`src/rtl/fitbit_pkg.sv`:
```
// Shared definitions for the activity display path: metric encodings,
// display limits and the decimal-point pattern for each metric.
package fitbit_pkg;

    localparam int          BIN_W    = 14;
    localparam int          BCD_MAX  = 9999;
    localparam logic [3:0]  DP_DIST  = 4'b0010;

    typedef enum logic [1:0] {
        MODE_STEPS  = 2'd0,
        MODE_DIST   = 2'd1,
        MODE_OVER32 = 2'd2,
        MODE_HIACT  = 2'd3
    } mode_t;

    typedef enum logic [1:0] {
        ST_SAMPLE  = 2'd0,
        ST_CONVERT = 2'd1,
        ST_HOLD    = 2'd2
    } sched_state_t;

    // Distance is shown as ddd.d, so only digit 1 carries a decimal point.
    function automatic logic [3:0] dp_for_mode(input mode_t m);
        return (m == MODE_DIST) ? DP_DIST : 4'b0000;
    endfunction

endpackage

```
`src/rtl/bin2bcd_serial.sv`:
```
// Serial double-dabble converter: loads on start, performs one
// shift/add-3 step per clock for BIN_W clocks, then pulses done.
module bin2bcd_serial #(
    parameter int BIN_W = 14
) (
    input  logic             clk,
    input  logic             rst_n,
    input  logic             start,
    input  logic [BIN_W-1:0] bin,
    output logic [15:0]      bcd,
    output logic             busy,
    output logic             done
);

    localparam int CW = $clog2(BIN_W + 1);

    logic [BIN_W-1:0] shreg;
    logic [CW-1:0]    cnt;
    logic [15:0]      adj;

    always_comb begin
        adj = bcd;
        for (int i = 0; i < 4; i++) begin
            if (bcd[4*i +: 4] >= 4'd5)
                adj[4*i +: 4] = bcd[4*i +: 4] + 4'd3;
        end
    end

    always_ff @(posedge clk or negedge rst_n) begin
        if (!rst_n) begin
            shreg <= '0;
            bcd   <= '0;
            cnt   <= '0;
            busy  <= 1'b0;
            done  <= 1'b0;
        end else begin
            done <= 1'b0;
            if (start && !busy) begin
                shreg <= bin;
                bcd   <= '0;
                cnt   <= CW'(BIN_W);
                busy  <= 1'b1;
            end else if (busy) begin
                bcd   <= {adj[14:0], shreg[BIN_W-1]};
                shreg <= {shreg[BIN_W-2:0], 1'b0};
                cnt   <= cnt - 1'b1;
                // Final bit shifted this edge: result and done appear together.
                if (cnt == CW'(1)) begin
                    busy <= 1'b0;
                    done <= 1'b1;
                end
            end
        end
    end

endmodule

```
`src/rtl/display_mode_scheduler.sv`:
```
// Rotates four activity metrics onto the 4-digit display once per dwell
// period, clamping each to 9999 and converting it to BCD serially.
//
// state      | meaning
// SAMPLE     | select metric by mode, clamp, start the converter
// CONVERT    | wait for converter done, then update all outputs at once
// HOLD       | wait for a (possibly pending) second tick, advance dwell/mode
module display_mode_scheduler
    import fitbit_pkg::*;
#(
    parameter int DWELL_SEC = 2,
    parameter int BIN_W     = fitbit_pkg::BIN_W
) (
    input  logic        CLK,
    input  logic        RESET,
    input  logic        SEC_TICK,
    input  logic        PAUSE,
    input  logic [22:0] step_count,
    input  logic [13:0] mile_tenths,
    input  logic [13:0] over32_secs,
    input  logic [15:0] hiact_secs,
    output logic [15:0] bcd_digits,
    output logic [3:0]  dp_mask,
    output logic [1:0]  mode,
    output logic        bcd_valid,
    output logic        sat
);

    sched_state_t     state;
    mode_t            mode_r;
    logic [3:0]       dwell;
    logic             pend_tick;
    logic             sat_s;
    logic [3:0]       dp_s;

    logic [22:0]      sel;
    logic             sat_next;
    logic [BIN_W-1:0] conv_val;
    logic             conv_start;
    logic             conv_busy;
    logic             conv_done;
    logic [15:0]      conv_bcd;

    // Compare at full input width so large values clamp instead of wrapping.
    always_comb begin
        sel = '0;
        case (mode_r)
            MODE_STEPS:  sel = step_count;
            MODE_DIST:   sel = {9'd0, mile_tenths};
            MODE_OVER32: sel = {9'd0, over32_secs};
            MODE_HIACT:  sel = {7'd0, hiact_secs};
            default:     sel = '0;
        endcase
        sat_next = (sel > 23'(BCD_MAX));
        conv_val = sat_next ? BIN_W'(BCD_MAX) : sel[BIN_W-1:0];
    end

    assign conv_start = (state == ST_SAMPLE) && !conv_busy;

    bin2bcd_serial #(.BIN_W(BIN_W)) u_bin2bcd (
        .clk   (CLK),
        .rst_n (RESET),
        .start (conv_start),
        .bin   (conv_val),
        .bcd   (conv_bcd),
        .busy  (conv_busy),
        .done  (conv_done)
    );

    always_ff @(posedge CLK or negedge RESET) begin
        if (!RESET) begin
            state      <= ST_SAMPLE;
            mode_r     <= MODE_STEPS;
            dwell      <= '0;
            pend_tick  <= 1'b0;
            sat_s      <= 1'b0;
            dp_s       <= '0;
            bcd_digits <= '0;
            dp_mask    <= '0;
            bcd_valid  <= 1'b0;
            sat        <= 1'b0;
        end else begin
            case (state)
                ST_SAMPLE: begin
                    sat_s <= sat_next;
                    dp_s  <= dp_for_mode(mode_r);
                    if (SEC_TICK)
                        pend_tick <= 1'b1;
                    state <= ST_CONVERT;
                end
                ST_CONVERT: begin
                    if (SEC_TICK)
                        pend_tick <= 1'b1;
                    if (conv_done) begin
                        bcd_digits <= conv_bcd;
                        sat        <= sat_s;
                        dp_mask    <= dp_s;
                        bcd_valid  <= 1'b1;
                        state      <= ST_HOLD;
                    end
                end
                ST_HOLD: begin
                    if (SEC_TICK || pend_tick) begin
                        pend_tick <= 1'b0;
                        if (!PAUSE) begin
                            if (dwell == 4'(DWELL_SEC - 1)) begin
                                dwell  <= '0;
                                mode_r <= mode_t'(mode_r + 2'd1);
                            end else begin
                                dwell <= dwell + 4'd1;
                            end
                        end
                        state <= ST_SAMPLE;
                    end
                end
                default: state <= ST_SAMPLE;
            endcase
        end
    end

    assign mode = mode_r;

endmodule

```
`config.mk`:
```
export PLATFORM = sky130hd
export DESIGN_NAME = display_mode_scheduler
export DESIGN_NICKNAME = d
export VERILOG_FILES = /design/src/rtl/fitbit_pkg.sv /design/src/rtl/bin2bcd_serial.sv /design/src/rtl/display_mode_scheduler.sv
export SDC_FILE = /design/constraint.sdc
export NUM_CORES = 1
export LEC_CHECK = 0
export CAP_MARGIN = 0
export CORE_AREA = 2 2 88 90
export CTS_CLUSTER_DIAMETER = 50
export DETAILED_ROUTE_END_ITERATION = 7
export DIE_AREA = 0 0 90 92
export HOLD_SLACK_MARGIN = 0.08
export PLACE_DENSITY = 0.8
export RECOVER_POWER = 50
export SYNTH_ARGS = -nofsm -noshare
export SYNTH_HDL_FRONTEND = slang
export SYNTH_SLANG_ARGS = --single-unit
```
`constraint.sdc`:
```
create_clock -name CLK -period 2.5 [get_ports CLK]
set_input_delay 0.625 -clock CLK [delete_from_list [all_inputs] [get_ports CLK]]
set_output_delay 0.625 -clock CLK [all_outputs]
set_load 0.05 [all_outputs]
```
==> results by group, run 1 <==
Synth
  • Seq/Total Area, Yosys: between 40% and 50%
  • Mean Syn Cell Area: about 10 um2
  • Synth cell types: 49
  • Yosys Warn Count: 0
  • Main synth FF type: dfrtp_1
  • Cell Area, Synth: 3510 um2
  • Cells after Synth: about 360
  • Post-synth EDFFs: 0
  • Async set-or-reset flop fraction in the synthesized netlist: 100%
  • Seq cells post-synth: 66

STA
  • Slew Limit Fails: 0
  • RSZ-0062 raised after global routing: false
  • Rel. slew slack: 10.2%
  • Final worst slack: 0.224 ns
  • Fin crit period: approximately 2.3 ns
  • Fin. Hold Viols: 0
  • Slew @ Worst Pin: around 1.3 ns
  • Final setup violation count: 0
  • Final period util: approximately nine tenths
  • Setup TNS: 0 ns
  • Peak Freq: 0.439 GHz
  • Clock Skews: approximately 0.0052 ns

Clock network
  • CTS Hold Bufs: 0
  • CTS tree: yes
  • Clk sinks: between 60 and 70
  • Worst skew pair latency: 0.33 ns
  • CTS Root Cell: clkbuf_8
  • H-tree depth: 3
  • Num CTS Buffers: 9
  • CTS clock-pin slew for the worst setup and hold paths: around 0.070 ns
  • CTS Buffer Depth: 2

Place
  • Port buffer count: 91
  • Final Wtd Congestion: roughly 0.83
  • DP Wirelength: ~5.8 mm
  • Post-Place Setup Slack: roughly 0.11 ns

Floorplan
  • # rows: 32
  • I/O pin count: 95
  • Die area: roughly 8300 um2
  • Starting Density: between 40% and 50%
  • Std-Cell Core Area: 7450 um2
  • Die height: approximately 92 um
  • Die Width: ~90 um

Detailed routing
  • DRC viols: 0
  • Post-route ant nets: 0
  • Drt initial violations: 137
  • Routed via count: between 3,000 and 4,000
  • Vias per cell: about 5.5
  • Post-DR wirelength/cell: roughly 14 um
  • Total Wirelength: about 7.8 mm
  • Pre-Repair DR Iteration Count: 4

Critical path
  • Critical Path End Type: flop
  • Critical path arrival: between 2 and 2.5 ns
  • Startpoint types: flop
  • Setup slack, reg-to-reg: 0.22 ns
  • Critical Path Max Stage Delay: 0.44 ns
  • R2R depth: 7
  • CP Max Fanout: 19
  • Reg-to-Reg Start: mode[0]
  • Crit path cell chain: inv_1 -> ha_1 -> inv_2 -> a2bb2oi_1 -> a311oi_1 -> o211ai_1 -> o221ai_1
  • Slowest-stage cell, CP: dfrtp_1
  • RR Endpoint: u_bin2bcd.shreg[6]
  • WS Path Type: flop to flop
  • Critical path data required time: between 2 and 3 ns

GRT
  • Pin count of the biggest net entering global routing: 44
  • Vias in the first global route: between 3,000 and 4,000
  • Antenna violations before repair: 0
  • GRT Total Usage: about a fifth
  • Total global routing overflow: 0
  • First-pass GRT wire length: roughly 14 mm

Finish
  • N_diodes: 0
  • Nets@finish: approximately 530
  • Share of cells above drive strength 1: 8.43%
  • P&R area growth vs syn: 33.4%
  • Final core utilization: 62.9%

Power
  • Max VDD drop: approximately 340 uV
  • Pleak: slightly above 2 nW
  • PD cells: roughly 840 nW/um2

Worst hold path
  • Tightest Hold Check Type: flop to flop
  • WHS Endpoint: state[0]
  • Worst Hold Depth: 1
  • Hold Crit Start: u_bin2bcd.done

Run
  • Max Cap Viol: 0

Status
  • Outcome: finished clean
## synthesized netlist by cell type, types with 6 or more instances
library cell	count	area, um2
mux2_2	12	135
inv_1	15	56.3
a222oi_1	7	70.1
ha_1	14	175
dfrtp_1	66	1650
clkbuf_1	11	41.3
xnor2_1	8	70.1
nor2_1	23	86.3
nand2b_1	6	37.5
a22oi_1	7	52.6
nor3_1	6	30.0
mux2i_1	8	80.1
nand2_1	48	180
o31ai_1	9	67.6
a21oi_1	36	180
o21ai_0	21	105
## layout make-up
type / instances / area [um2]
multi-input cells: 257 / 1690
fillers: 628 / 2760
inverters: 16 / 60.1
repair buffers: 96 / 947
well taps: 102 / 128
clock buffers: 12 / 155
flip-flops and latches: 66 / 1650
clock inverters: 4 / 50.0
## how the worst max path moves through the flow
stage	from	to	slack (ns)	depth (start not counted)
global placement	over32_secs[8]	u_bin2bcd.shreg[4]	0.15	6
CTS	mode[0]	u_bin2bcd.shreg[4]	0.16	7
finish	mode[0]	u_bin2bcd.shreg[6]	0.22	7
global route	mode[0]	u_bin2bcd.shreg[0]	0.04	7
floorplan	mode[0]	u_bin2bcd.shreg[4]	0.23	8
detailed placement	over32_secs[8]	u_bin2bcd.shreg[4]	0.11	6
## metal layers
| layer | up-vias | share of wire (%) | GRT usage, % | routed length (um) |
|---|---|---|---|---|
| met1 | 1445 | 39 | 22.1 | 3040 |
| met3 | 10 | 7.8 | 6.90 | 609 |
| li1 | 1450 | - | - | - |
| met4 | 0 | 1.5 | 9.49 | 119 |
| met2 | 125 | 52 | 35.5 | 4050 |
| met5 | - | 0 | 0 | 0 |
## worst max-delay path: cells and delay by family (launching register included)
family                     cells  cell delay (ns)
DFF                            1             0.44
AOI/OAI and AO/OA              4             0.96
buffers and inverters          2             0.38
adders and majority gates      1             0.33
## cells by family after synthesis
family / Yosys count / synth area share (%)
compound gates: 105 / 20.1
xor+xnor: 12 / 2.99
fa+ha+maj: 14 / 4.99
buf+inv: 38 / 5.13
flops: 66 / 47.1
mux: 20 / 6.13
other cells: 1 / 0.107
simple gates: 103 / 13.4
## placed cells by master (no fill, tap or decap), types with 9 or more instances in the layout
cell,n
a21oi_1,36
clkbuf_8,11
clkdlybuf4s50_1,89
dfrtp_1,65
ha_1,12
inv_1,15
mux2_2,12
nand2_1,48
nor2_1,23
o21ai_0,21
o31ai_1,9
## power breakdown
part	leakage [nW]	switching [mW]	internal, mW
clock network	0.0986	0.385	0.514
logic	1.09	0.914	0.650
registers	0.839	0.171	1.28
## state kept, by name, indices dropped and copies added, names as in the netlist
name,cells
bcd_digits,16
u_bin2bcd.bcd,16
u_bin2bcd.shreg,14
dwell,4
u_bin2bcd.cnt,4
mode,2
state,2
bcd_valid,1
dp_mask,1
dp_s,1
pend_tick,1
sat,1
sat_s,1
u_bin2bcd.busy,1
u_bin2bcd.done,1
## metrics by stage
stage | hold WS [ns] | area, um2 | power, mW | std cells
after global routing | 0.473 | 4680 | 4.17 | 553
final | 0.448 | 4680 | 3.91 | 553
after global placement | 0.430 | 4480 | 2.97 | 537
after floorplan | 0.329 | 3520 | 2.51 | 361
after CTS | 0.275 | 4690 | 3.94 | 553
after detailed placement | 0.441 | 4480 | 3.03 | 537
## repair_timing
action	CTS	global route
endpoints found under the hold margin	0	0
endpoints found under the setup margin	0	3
setup buffers	0	0
resized for setup	0	2
Power figures use the tool's default switching activity.
==> run 2: changes to the inputs <==
CORE_AREA = 8 8 94 96   (was 2 2 88 90)
DIE_AREA = 0 0 102 104   (was 0 0 90 92)
==> run 2 against run 1 <==
  * Critical path depth decreased by 6
  * Global-route usage decreased by 3.1 points
  * Sequential share of layout area grew 0.25 points
  * Critical path type is now flop to output pin
  * Largest cell class unchanged
  * Largest power group unchanged
==> results by group, run 2 (synthesis results as in run 1) <==
Clock network
  • CTS Root Cell: clkbuf_8
  • CTS Buffer Depth: 2 (unchanged)
  • Num CTS Buffers: 9 (unchanged)
  • Post-CTS setup buffer count: 0 (unchanged)
  • CTS clock-pin slew for the worst setup and hold paths: 0.07 ns (about the same)
  • Clk sinks: 66 (unchanged)
  • CTS tree: yes
  • H-tree depth: 3 (unchanged)
  • CTS Hold Bufs: 0 (unchanged)
  • Worst skew pair latency: 0.34 ns (about the same)

GRT
  • Pin count of the biggest net entering global routing: 49 (+11%)
  • GRT Total Usage: 17.2% (-3.1 points)
  • Antenna violations before repair: 0 (unchanged)
  • Total global routing overflow: 0 (unchanged)
  • Vias in the first global route: 3,158 (+2.2%)
  • First-pass GRT wire length: 14.5 mm (+6.0%)

STA
  • Fin. Hold Viols: 0 (unchanged)
  • Fin crit period: 2.28 ns (+0.00144 ns)
  • Rel. slew slack: 15.2% (+5.0 points)
  • Setup TNS: 0 ns (unchanged)
  • Slew @ Worst Pin: 1.27 ns (-0.0753 ns)
  • Clock Skews: 0.00805 ns (+0.00289 ns)
  • Slew Limit Fails: 0 (unchanged)
  • Final period util: 91.1% (about the same)
  • Final setup violation count: 0 (unchanged)
  • Hold slack: 0.447 ns (-0.000751 ns)
  • RSZ-0062 raised after global routing: false
  • Peak Freq: 0.439 GHz (about the same)

Floorplan
  • Die Width: 102 um (+13%)
  • Starting Density: 47.1% (unchanged)
  • Std-Cell Core Area: 7450 um2 (unchanged)
  • Die area: 10,600 um2 (+28%)
  • Die height: 104 um (+13%)
  • # rows: 32 (unchanged)
  • I/O pin count: 95 (unchanged)

Critical path
  • Critical Path Max Stage Delay: 0.86 ns (+0.42 ns)
  • R2R depth: 7 (unchanged)
  • Kind of cell adding the most delay to the critical path: buffers and inverters
  • Startpoint types: flop
  • RR Endpoint: u_bin2bcd.shreg[5]
  • Critical Path Start: mode[0]
  • Critical path arrival: 1.65 ns (-0.80 ns)
  • Reg-to-Reg Start: mode[0]
  • CP Max Fanout: 5 (-14)
  • Crit path cell chain: clkdlybuf4s50_1
  • Critical path data required time: 1.88 ns (-0.80 ns)
  • CP bufs+invs: 1 (-1)
  • Setup slack, reg-to-reg: 0.23 ns (about the same)
  • Slowest-stage cell, CP: clkdlybuf4s50_1
  • WS Path Type: flop to output pin
  • Critical Path End Type: output pin

Power
  • Max VDD drop: 261 uV (-24%)
  • Switching Fraction: 37.8% (+0.20 points)
  • Flop pwr share: 37.4% (+0.4 points)
  • Pleak: 2.02 nW (-0.42%)
  • Combinational power share: 40.4% (+0.4 points)
  • Switching pwr: 1.46 mW (-0.73%)
  • Pint: 2.40 mW (-1.6%)
  • Total power: 3.86 mW (-1.2%)
  • Clk pwr share: 22.3% (-0.7 points)
  • PD cells: 830 nW/um2 (-0.56%)

Detailed routing
  • DRC viols: 0 (unchanged)
  • Post-DR wirelength/cell: 15.6 um (+10%)
  • Pre-Repair DR Iteration Count: 4 (unchanged)
  • Total Wirelength: 8.60 mm (+10%)
  • Vias per cell: 5.43 (-0.84%)
  • Post-route ant nets: 0 (unchanged)
  • Routed via count: 2,999 (-1.0%)
  • Drt initial violations: 152 (+11%)

Place
  • DP Wirelength: 6.48 mm (+12%)
  • Dpl cells: 537 (unchanged)
  • Final Wtd Congestion: 0.809 (-2.0%)
  • Port buffer count: 91 (unchanged)

Worst hold path
  • Tightest Hold Check Type: flop to flop
  • Hold Crit Start: u_bin2bcd.done
  • WHS Endpoint: state[0]
  • Worst Hold Depth: 1 (unchanged)

Finish
  • Commonest non-fill, non-tap cell in the layout: clkdlybuf4s50_1
  • Nets@finish: 531 (unchanged)
  • Biggest regs: bcd_digits x16, u_bin2bcd.bcd x16, u_bin2bcd.shreg x14
  • P&R area growth vs syn: 32.5%
  • Post-route insts no fill: 552 (-0.18%)
  • Commonest non-fill, non-tap cells in the layout: clkdlybuf4s50_1, dfrtp_1, nand2_1
  • N_diodes: 0 (unchanged)
  • Final core utilization: 62.4% (-0.44 points)
  • Share of cells above drive strength 1: 8.00% (-0.43 points)

Status
  • Outcome: finished clean

Run
  • Max Cap Viol: 0 (unchanged)
run 2: cell count changes in the layout (fill, tap and decap cells not counted):
cell	before	now
buf_12	1	0
clkbuf_1	4	5
clkbuf_2	0	1
clkbuf_8	11	10
clkinv_2	1	2
clkinvlp_4	2	0
ha_1	12	11
ha_2	2	3
or2_0	0	1
or2_2	1	0
run 2: how the worst max path moves through the flow:
stage / slack, ns / to / cells past startpoint
after floorplan: 0.23 / u_bin2bcd.shreg[4] / 8
after global placement: 0.18 / mode[1] / 6
after detailed placement: 0.05 / u_bin2bcd.shreg[5] / 6
after CTS: 0.09 / u_bin2bcd.shreg[5] / 7
after global routing: 0.01 / u_bin2bcd.shreg[5] / 7
final: 0.22 / mode[0] / 1
run 2: final cells by class:
cell class / instances / area, um2
clock buffer: 12 / 145
clock inverter: 3 / 40.0
fill: 624 / 2800
inverter: 16 / 60.1
multi-input combinational: 257 / 1690
sequential: 66 / 1650
tap: 102 / 128
timing repair buffer: 96 / 932
run 2: per-stage QoR:
step | area [um2] | worst slack [ns]
floorplan | 3520 | 0.231
global placement | 4480 | 0.178
detailed placement | 4480 | 0.0479
CTS | 4670 | 0.0887
global route | 4650 | 0.0126
finish | 4650 | 0.223
run 2: power by group through the flow:
stage	clock, mW	combinational (mW)	sequential (mW)
finish	0.860	1.56	1.44
global route	0.937	1.70	1.47
CTS	0.884	1.57	1.44
detailed placement	0	1.57	1.46
global placement	0	1.52	1.45
floorplan	0	0.740	1.77
run 2: routing by layer:
metal / share of wire, % / vias up / global-route usage (%)
li1: - / 1448 / -
met1: 42 / 1408 / 19.6
met2: 45 / 124 / 26.1
met3: 10 / 19 / 8.30
met4: 2.8 / 0 / 8.18
met5: 0 / - / 0
run 2: repair_timing:
action | in CTS | in global routing
endpoints found under the setup margin | 0 | 5
endpoints found under the hold margin | 0 | 0
gates resized for setup | 0 | 3
==> run 3: changes to the inputs <==
CORE_AREA = 8 8 103 105   (was 8 8 94 96)
DIE_AREA = 0 0 111 113   (was 0 0 102 104)
PLACE_DENSITY = 0.72   (was 0.8)
clock period = 2.2 ns   (was 2.5 ns; I/O delays follow)
==> run 3 against run 2 <==
  * The flow now finishes with violations (capacitance limit, slew limit)
  * Die area up 18%
  * Sequential share of layout area down 1.6 points
  * Critical path depth up 7
  * Non-clock buffer count up 15
  * Critical path type is now flop to flop
==> results by group, run 3 (synthesis results as in run 1) <==
STA
  • Final setup violation count: 0 (unchanged)
  • Fin. Hold Viols: 0 (unchanged)
  • Slew Limit Fails: 67 (+67)
  • Final period util: a little over nine tenths
  • Clock Skews: 0.00841 ns (+0.000353 ns)
  • Hold slack: 0.445 ns (-0.00199 ns)
  • Slew @ Worst Pin: 1.60 ns (+0.327 ns)
  • Fin crit period: around 2.1 ns
  • Rel. slew slack: -6.56% (-22 points)
  • Peak Freq: approximately 0.47 GHz
  • Setup TNS: 0 ns (unchanged)

Power
  • Total power: 4.58 mW (+19%)
  • Combinational power share: 41.5% (+1.1 points)
  • Pleak: 2.12 nW (+4.9%)
  • Switching pwr: 1.74 mW (+19%)
  • Switching Fraction: 37.9% (+0.097 points)
  • Clk pwr share: 22.5% (+0.2 points)
  • Flop pwr share: 36.0% (-1.4 points)
  • PD cells: 940 nW/um2 (+13%)
  • Pint: 2.85 mW (+18%)
  • Max VDD drop: 308 uV (+18%)

Worst hold path
  • Tightest Hold Check Type: flop to flop
  • Worst Hold Depth: 1 (unchanged)

Clock network
  • Worst skew pair latency: 0.34 ns (about the same)
  • CTS Hold Bufs: 0 (unchanged)
  • CTS Root Cell: clkbuf_8
  • Clk sinks: 66 (unchanged)
  • CTS clock-pin slew for the worst setup and hold paths: 0.07 ns (about the same)
  • H-tree depth: 3 (unchanged)
  • CTS Buffer Depth: 2 (unchanged)
  • Num CTS Buffers: 9 (unchanged)
  • CTS tree: yes

Place
  • DP Wirelength: 6.51 mm (+0.36%)
  • Final Wtd Congestion: 0.791 (-2.3%)
  • Port buffer count: 91 (unchanged)
  • Placed instance area: 4570 um2 (+1.9%)

Floorplan
  • Die area: 12,500 um2 (+18%)
  • Die Width: 111 um (+8.8%)
  • # rows: 35 (+9.4%)
  • Die height: 113 um (+8.7%)
  • Starting Density: 39.1% (-8.0 points)
  • I/O pin count: 95 (unchanged)
  • Std-Cell Core Area: 8980 um2 (+21%)

Finish
  • P&R area growth vs syn: 38.9%
  • Commonest non-fill, non-tap cell in the layout: clkdlybuf4s50_1
  • Nets@finish: 546 (+2.8%)
  • Share of cells above drive strength 1: 15.0% (+7.0 points)
  • Biggest regs: bcd_digits x16, u_bin2bcd.bcd x16, u_bin2bcd.shreg x14
  • Commonest non-fill, non-tap cells in the layout: clkdlybuf4s50_1, dfrtp_1, nand2_1
  • Final instance area: 4870 um2 (+4.8%)
  • Final core utilization: 54.3% (-8.1 points)
  • N_diodes: 0 (unchanged)

Detailed routing
  • DRC viols: 0 (unchanged)
  • Pre-Repair DR Iteration Count: 7 (+3)
  • Total Wirelength: 8.74 mm (+1.6%)
  • Post-route ant nets: 0 (unchanged)
  • Drt initial violations: 111 (-27%)
  • Vias per cell: 5.28 (-2.9%)
  • Routed via count: 3,044 (+1.5%)
  • Post-DR wirelength/cell: 15.1 um (-2.8%)

Critical path
  • Critical path arrival: 2.36 ns (+0.71 ns)
  • Critical Path Max Stage Delay: 0.45 ns (-0.41 ns)
  • Startpoint types: flop
  • Critical Path End Type: flop
  • Most frequent CP cell: buf_4
  • R2R depth: 8 (+1)
  • Slowest-stage cell, CP: dfrtp_2
  • WS Path Type: flop to flop
  • CP Max Fanout: 5 (unchanged)
  • Crit path cell chain: buf_4 -> ha_4 -> a222oi_1 -> a21oi_2 -> a311oi_2 -> o211ai_1 -> buf_4 -> o221ai_1
  • Critical path data required time: 2.45 ns (+0.57 ns)

GRT
  • First-pass GRT wire length: 14.4 mm (-0.48%)
  • Vias in the first global route: 3,179 (+0.66%)
  • Antenna violations before repair: 0 (unchanged)
  • Total global routing overflow: 0 (unchanged)
  • Pin count of the biggest net entering global routing: 67 (+37%)
  • GRT Total Usage: 14.0% (-3.2 points)

Status
  • Outcome: finished, violations left
  • Failing checks: capacitance limit, slew limit

Run
  • Max Cap Viol: 1 (+1)
run 3: cell count changes in the layout (fill, tap and decap cells not counted), sizes merged:
cell           previous run  this run
buf                       2        20
clkinvlp                  0         1
clkinv                    2         3
dlygate4sd2               0         1
clkdlybuf4s50            89        87
clkbuf                   16        13
run 3: final timing paths:
kind	startpoint	end	slack, ns
min in group asynchronous	RESET	bcd_digits[7]	0.70
worst max-delay path	mode[0]	u_bin2bcd.shreg[4]	0.09
worst min-delay path	u_bin2bcd.done	state[0]	0.44
max in group asynchronous	RESET	u_bin2bcd.busy	0.45
worst min register to register	u_bin2bcd.done	state[0]	0.44
worst max register to register	mode[0]	u_bin2bcd.shreg[4]	0.09
run 3: power groups by stage:
stage	clock (mW)	sequential, mW	combinational (mW)
2_1_floorplan	0	2.02	0.841
3_3_place_gp	0	1.65	1.79
3_5_place_dp	0	1.67	1.84
4_1_cts	1.06	1.65	1.85
5_1_grt	1.13	1.69	2.09
6_report	1.03	1.65	1.90
run 3: timing repair:
item / 4_1_cts / 5_1_grt
endpoints found under the setup margin: 9 / 15
pin swaps: 0 / 4
buffers inserted: 0 / 5
resized for setup: 5 / 16
run 3: worst max-delay path: cells and delay by family (launching register included):
kind	cells	cell delay (ns)
buffers and inverters	2	0.32
adders and majority gates	1	0.17
DFF	1	0.45
AOI/OAI and AO/OA	5	1.08
run 3: layer usage:
layer	global-route usage (%)	vias up	share of wire, %	wire [um]
met5	0	-	0	0
met4	6.85	0	1.9	169
met3	6.83	15	10	872
met2	22.0	122	45	3890
met1	15.6	1421	44	3810
li1	-	1486	-	-
run 3: cell type report:
type                            instances  area, um2
Clock inverter                          5       52.6
Tap cell                              111        139
Fill cell                             810       4100
Sequential cell                        66       1660
Clock buffer                           11        151
Timing Repair Buffer                  111       1050
Inverter                               16       62.6
Multi-Input combinational cell        257       1770
run 3: stage by stage:
stage / worst slack [ns] / std cells
final: 0.0882 / 577
after detailed placement: -0.128 / 556
after CTS: -0.000543 / 572
after global placement: -0.0956 / 556
after floorplan: 0.105 / 361
after global routing: -0.0286 / 577
